`src/rtl/calc_pkg.sv`:
```
// Shared types for the calculator entry path: the stage encoding driven to the
// input register and a helper that expands a stage to its one-hot LED pattern.
package calc_pkg;

  typedef enum logic [1:0] {
    STAGE_A      = 2'd0,
    STAGE_B      = 2'd1,
    STAGE_OP     = 2'd2,
    STAGE_RESULT = 2'd3
  } stage_t;

  localparam int DEBOUNCE_DEFAULT = 4;

  function automatic logic [3:0] stage_onehot(input stage_t s);
    logic [3:0] oh;
    oh = 4'b0000;
    oh[s] = 1'b1;
    return oh;
  endfunction

endpackage

```
`src/rtl/button_debouncer.sv`:
```
// Two-flop synchronizer plus stable-sample debouncer for one raw push-button;
// emits a single-cycle pulse when the debounced level rises.
module button_debouncer #(
  parameter int DEBOUNCE_CYCLES = 4
) (
  input  logic CLK,
  input  logic RESET,
  input  logic BTN_RAW,
  output logic LEVEL,
  output logic PRESS_PULSE
);

  localparam int CW = $clog2(DEBOUNCE_CYCLES + 1);
  localparam logic [CW-1:0] CNT_LAST = CW'(DEBOUNCE_CYCLES - 1);

  logic          sync1_q, sync2_q;
  logic          level_q, level_d;
  logic          pulse_q, pulse_d;
  logic [CW-1:0] cnt_q, cnt_d;

  // Counter tracks consecutive samples disagreeing with the accepted level; it
  // clears on any agreeing sample and on acceptance, so it never needs to wrap.
  always_comb begin
    level_d = level_q;
    pulse_d = 1'b0;
    cnt_d   = '0;
    if (sync2_q != level_q) begin
      if (cnt_q >= CNT_LAST) begin
        level_d = sync2_q;
        pulse_d = sync2_q;
      end else begin
        cnt_d = cnt_q + 1'b1;
      end
    end
  end

  always_ff @(posedge CLK or negedge RESET) begin
    if (!RESET) begin
      sync1_q <= 1'b0;
      sync2_q <= 1'b0;
      level_q <= 1'b0;
      pulse_q <= 1'b0;
      cnt_q   <= '0;
    end else begin
      sync1_q <= BTN_RAW;
      sync2_q <= sync1_q;
      level_q <= level_d;
      pulse_q <= pulse_d;
      cnt_q   <= cnt_d;
    end
  end

  assign LEVEL       = level_q;
  assign PRESS_PULSE = pulse_q;

endmodule

```
`src/rtl/calc_input_ctrl.sv`:
```
// Entry-stage controller: two debounced buttons step a four-stage sequence
// (A, B, OP, RESULT); ENTER advances with wrap, UNDO retreats and saturates at A.
module calc_input_ctrl
  import calc_pkg::*;
#(
  parameter int DEBOUNCE_CYCLES = DEBOUNCE_DEFAULT
) (
  input  logic       CLK,
  input  logic       RESET,
  input  logic       BTN_ENTER,
  input  logic       BTN_UNDO,
  output logic [1:0] STATE,
  output logic [3:0] LED_STAGE,
  output logic       RESULT_VALID
);

  logic   enter_lvl, enter_evt;
  logic   undo_lvl, undo_evt;
  stage_t state_q, state_d;

  button_debouncer #(.DEBOUNCE_CYCLES(DEBOUNCE_CYCLES)) u_enter_db (
    .CLK         (CLK),
    .RESET       (RESET),
    .BTN_RAW     (BTN_ENTER),
    .LEVEL       (enter_lvl),
    .PRESS_PULSE (enter_evt)
  );

  button_debouncer #(.DEBOUNCE_CYCLES(DEBOUNCE_CYCLES)) u_undo_db (
    .CLK         (CLK),
    .RESET       (RESET),
    .BTN_RAW     (BTN_UNDO),
    .LEVEL       (undo_lvl),
    .PRESS_PULSE (undo_evt)
  );

  // Simultaneous ENTER and UNDO events cancel each other.
  always_comb begin
    state_d = state_q;
    if (enter_evt && !undo_evt) begin
      case (state_q)
        STAGE_A:  state_d = STAGE_B;
        STAGE_B:  state_d = STAGE_OP;
        STAGE_OP: state_d = STAGE_RESULT;
        default:  state_d = STAGE_A;
      endcase
    end else if (undo_evt && !enter_evt) begin
      case (state_q)
        STAGE_B:      state_d = STAGE_A;
        STAGE_OP:     state_d = STAGE_B;
        STAGE_RESULT: state_d = STAGE_OP;
        default:      state_d = STAGE_A;
      endcase
    end
  end

  always_ff @(posedge CLK or negedge RESET) begin
    if (!RESET) begin
      state_q <= STAGE_A;
    end else begin
      state_q <= state_d;
    end
  end

  assign STATE        = state_q;
  assign LED_STAGE    = stage_onehot(state_q);
  assign RESULT_VALID = (state_q == STAGE_RESULT);

  ap_enter_pulse_level: assert property (@(posedge CLK) disable iff (!RESET) enter_evt |-> enter_lvl);
  ap_undo_pulse_level:  assert property (@(posedge CLK) disable iff (!RESET) undo_evt  |-> undo_lvl);

endmodule

```
`config.mk`:
```
export PLATFORM = sky130hd
export DESIGN_NAME = calc_input_ctrl
export DESIGN_NICKNAME = d
export VERILOG_FILES = /design/src/rtl/calc_pkg.sv /design/src/rtl/button_debouncer.sv /design/src/rtl/calc_input_ctrl.sv
export SDC_FILE = /design/constraint.sdc
export NUM_CORES = 1
export LEC_CHECK = 0
export BUFFER_PORTS_ARGS = -buffer_cell sky130_fd_sc_hd__buf_2
export CORE_MARGIN = 2
export CORE_UTILIZATION = 47
export DETAILED_ROUTE_END_ITERATION = 10
export GPL_TIMING_DRIVEN = 0
export PLACE_DENSITY = 0.7
export SLEW_MARGIN = 20
export SYNTH_ARGS = -nofsm -noshare
export SYNTH_HDL_FRONTEND = slang
export SYNTH_SLANG_ARGS = --single-unit
```
`constraint.sdc`:
```
create_clock -name CLK -period 1.5 [get_ports CLK]
set_input_delay 0.075 -clock CLK [delete_from_list [all_inputs] [get_ports CLK]]
set_output_delay 0.075 -clock CLK [all_outputs]
set_load 0.01 [all_outputs]
```
==> results by group <==
Outcome
  • Run status: completed

Synthesis
  • Synthesized area per cell: 14.6 µm²
  • Syn_nets: 63
  • Synth cell types: 16
  • Synth area leader: dfrtp_1
  • #FFs+latches synth: 16
  • Yosys Warn Count: 0
  • Synthesized area: 728 µm²
  • Post-synthesis sequential area ratio: 55.0%
  • Post-Synthesis Cells: 50
  • Top cell type's share of synthesized area: 55.0%
  • Top cells by area, synth: dfrtp_1 (55%), ha_1 (15%), a211oi_4 (5.5%)

CTS
  • Worst-path clk slew: 0.09 ns
  • Num CTS Buffers: 3
  • Worst-skew pair later-pin latency: 0.27 ns
  • Root buf cell: clkbuf_4
  • Clk sinks: 16
  • Clock Tree Buf Depth: 2
  • CTS tree: built
  • Depth of the CTS H-tree: 1

Layout
  • Layout overhead on the synthesized area: 25.1%
  • Final instance area: 911 µm²
  • Antenna diodes: 0
  • Final net count: 86
  • Final core occ: 61.9%
  • Layout cells sized above 1: 41.7%

Floorplanning
  • IO Count: 11
  • Initial Util: 49.5%
  • Die area: 1880 µm²
  • Cell Rows: 14
  • Die Y: 43.4 µm
  • Die X: 43.4 µm
  • CORE AREA: 1470 µm²

Drt
  • DRC viols: 0
  • Starting DRT DRC Count: 3
  • Wirelength per Cell: 11.7 µm
  • Total Routed Length: 1.03 mm
  • Antenna viol nets, final: 0
  • Vias/cell: 5.06
  • Drt first pass iters: 2
  • Vias: 445

Placement
  • Final HPWL DP: 730 µm
  • Port bufs: 10
  • Placed Area: 798 µm²
  • Placer Congestion: 0.718

GRT
  • Total Routing Usage GR: 13.6%
  • Global-route wire length before repair: 1.87 mm
  • GR Util met3: 2.50%
  • GR Layer Usage met2: 22.7%
  • Total gr overflow: 0
  • M1 GR Usage: 16.6%
  • GR peak layer: met2
  • Initial antenna violation count: 0
  • Pin count of the biggest net entering global routing: 17
  • Vias in the first global route: 452

Setup path
  • CP required: 1.67 ns
  • Crit Path Class: reg2reg
  • Crit path largest cell delay: 0.42 ns
  • Chain of cells forming the critical path: ha_2, ha_2, a211oi_4, mux2_4
  • Critical Path Sink Type: flip-flop
  • CP dominant cell by count: ha_2
  • Worst setup SP type: flip-flop
  • Worst Path Arrival: 1.60 ns
  • Slowest cell on the critical path: dfrtp_1
  • CP Max Fanout: 2

Timing
  • Slew of the pin with the lowest slew margin: 0.335 ns
  • Crit path time final: 1.43 ns
  • Final Hold Fails: 0
  • Clock Skew: 0.00612 ns
  • Pins Over Slew Limit: 0
  • F_max: 0.698 GHz
  • Worst Hold Slack: 0.222 ns
  • Fin crit share: 95.5%
  • Final setup fails: 0
  • RSZ-0062 raised after global routing: no
  • Slew HR: 77.6%
  • Sum Neg Setup Slack: 0 ns

Min path
  • Worst hold path class: in2async

Power
  • Leakage: 0.448 nW
  • Pwr per Cell Area: 1810 nW/µm²
  • Peak VDD IR: 835 µV
  • Total power: 0.00165 W

Job
  • Max-cap viol count: 0
[synthesized netlist by cell type, drive strengths merged]
| library cell | n |
|---|---|
| buf | 1 |
| dfrtp | 16 |
| a211oi | 3 |
| a21oi | 1 |
| mux2 | 2 |
| inv | 5 |
| nor3b | 4 |
| o21ai | 1 |
| and3b | 2 |
| xnor2 | 2 |
| mux2i | 1 |
| nor4 | 2 |
| nand2 | 1 |
| ha | 9 |
[placed cells by master, fill, tap and decap left out, drive strengths merged]
| cell | count |
|---|---|
| o21ai | 1 |
| inv | 5 |
| mux2i | 1 |
| a211oi | 3 |
| nor3b | 4 |
| dlygate4sd3 | 3 |
| mux2 | 2 |
| nor4 | 2 |
| and3b | 2 |
| ha | 9 |
| clkbuf | 4 |
| dfrtp | 16 |
| buf | 16 |
| nand2 | 1 |
| xnor2 | 2 |
| a21oi | 1 |
[kinds of logic (layout without fill, tap and decap cells)]
group                    count (synthesis)  count (layout)  synth area share (%)
flip-flops                              16              16                  55.0
adder cells (fa/ha/maj)                  9               9                  15.5
AND/OR/NAND/NOR                          9               9                  10.1
buffers and inverters                    6              28                  3.61
AO/OA/AOI/OAI                            5               5                  7.90
multiplexers                             3               3                  5.50
XOR/XNOR                                 2               2                  2.41
[critical path: cells and delay by family, from the launching register on]
family / cells / cell delay, ns
AOI/OAI and AO/OA: 1 / 0.20
adders and majority gates: 2 / 0.38
DFF: 1 / 0.42
muxes: 1 / 0.32
[stage by stage]
stage | setup slack (ns) | instances
2_1_floorplan | 0.0450 | 50
3_3_place_gp | -0.0205 | 76
3_5_place_dp | -0.0596 | 76
4_1_cts | 0.00651 | 87
5_1_grt | 0.0136 | 88
6_report | 0.0668 | 88
[worst paths after layout]
path / start / endpoint / slack (ns) / depth (start not counted)
setup reg to reg: u_undo_db.cnt_q[1] / u_undo_db.LEVEL / 0.07 / 4
hold / removal: RESET / u_undo_db.cnt_q[0] / 0.22 / 2
hold reg to reg: u_enter_db.sync1_q / u_enter_db.sync2_q / 0.36 / 0
max in group asynchronous: RESET / u_undo_db.cnt_q[0] / 1.01 / 2
min in group CLK: u_enter_db.sync1_q / u_enter_db.sync2_q / 0.36 / 0
setup / recovery: u_undo_db.cnt_q[1] / u_undo_db.LEVEL / 0.07 / 4
[layout make-up]
cell class / count / area, µm²
multi-input cells: 28 / 309
well taps: 16 / 20.0
inverters: 5 / 18.8
flip-flops and latches: 16 / 402
plain buffers: 1 / 7.51
fillers: 115 / 561
clock buffers: 4 / 36.3
repair buffers: 18 / 118
[metal layers]
metal	vias up	share of wire [%]
met3	2	4.7
met1	218	45
met4	0	0.87
met2	10	50
li1	215	-
met5	-	0
[where the power goes]
part	total, W	leakage (nW)	switching, W	internal, W
registers	0.000673	0.202	0.000115	0.000558
logic	0.000703	0.225	0.000314	0.000389
clock network	0.000270	0.0210	0.000123	0.000147
total	0.00165	0.448	0.000551	0.00109
[timing repair]
item | 4_1_cts | 5_1_grt
hold buffers | 3 | 0
hold endpoints to repair | 18 | 0
pin swaps | 3 | 2
resized for setup | 3 | 1
endpoints found under the setup margin | 2 | 5
setup buffers | 4 | 1
[registers in the layout (all words and copies together), names as in the netlist]
name                    flops
u_undo_db.sync1_q           1
u_undo_db.cnt_q             3
STATE                       2
u_undo_db.PRESS_PULSE       1
u_undo_db.LEVEL             1
u_undo_db.sync2_q           1
u_enter_db.PRESS_PULSE      1
u_enter_db.cnt_q            3
u_enter_db.sync2_q          1
u_enter_db.LEVEL            1
u_enter_db.sync1_q          1
Power figures use the tool's default switching activity.
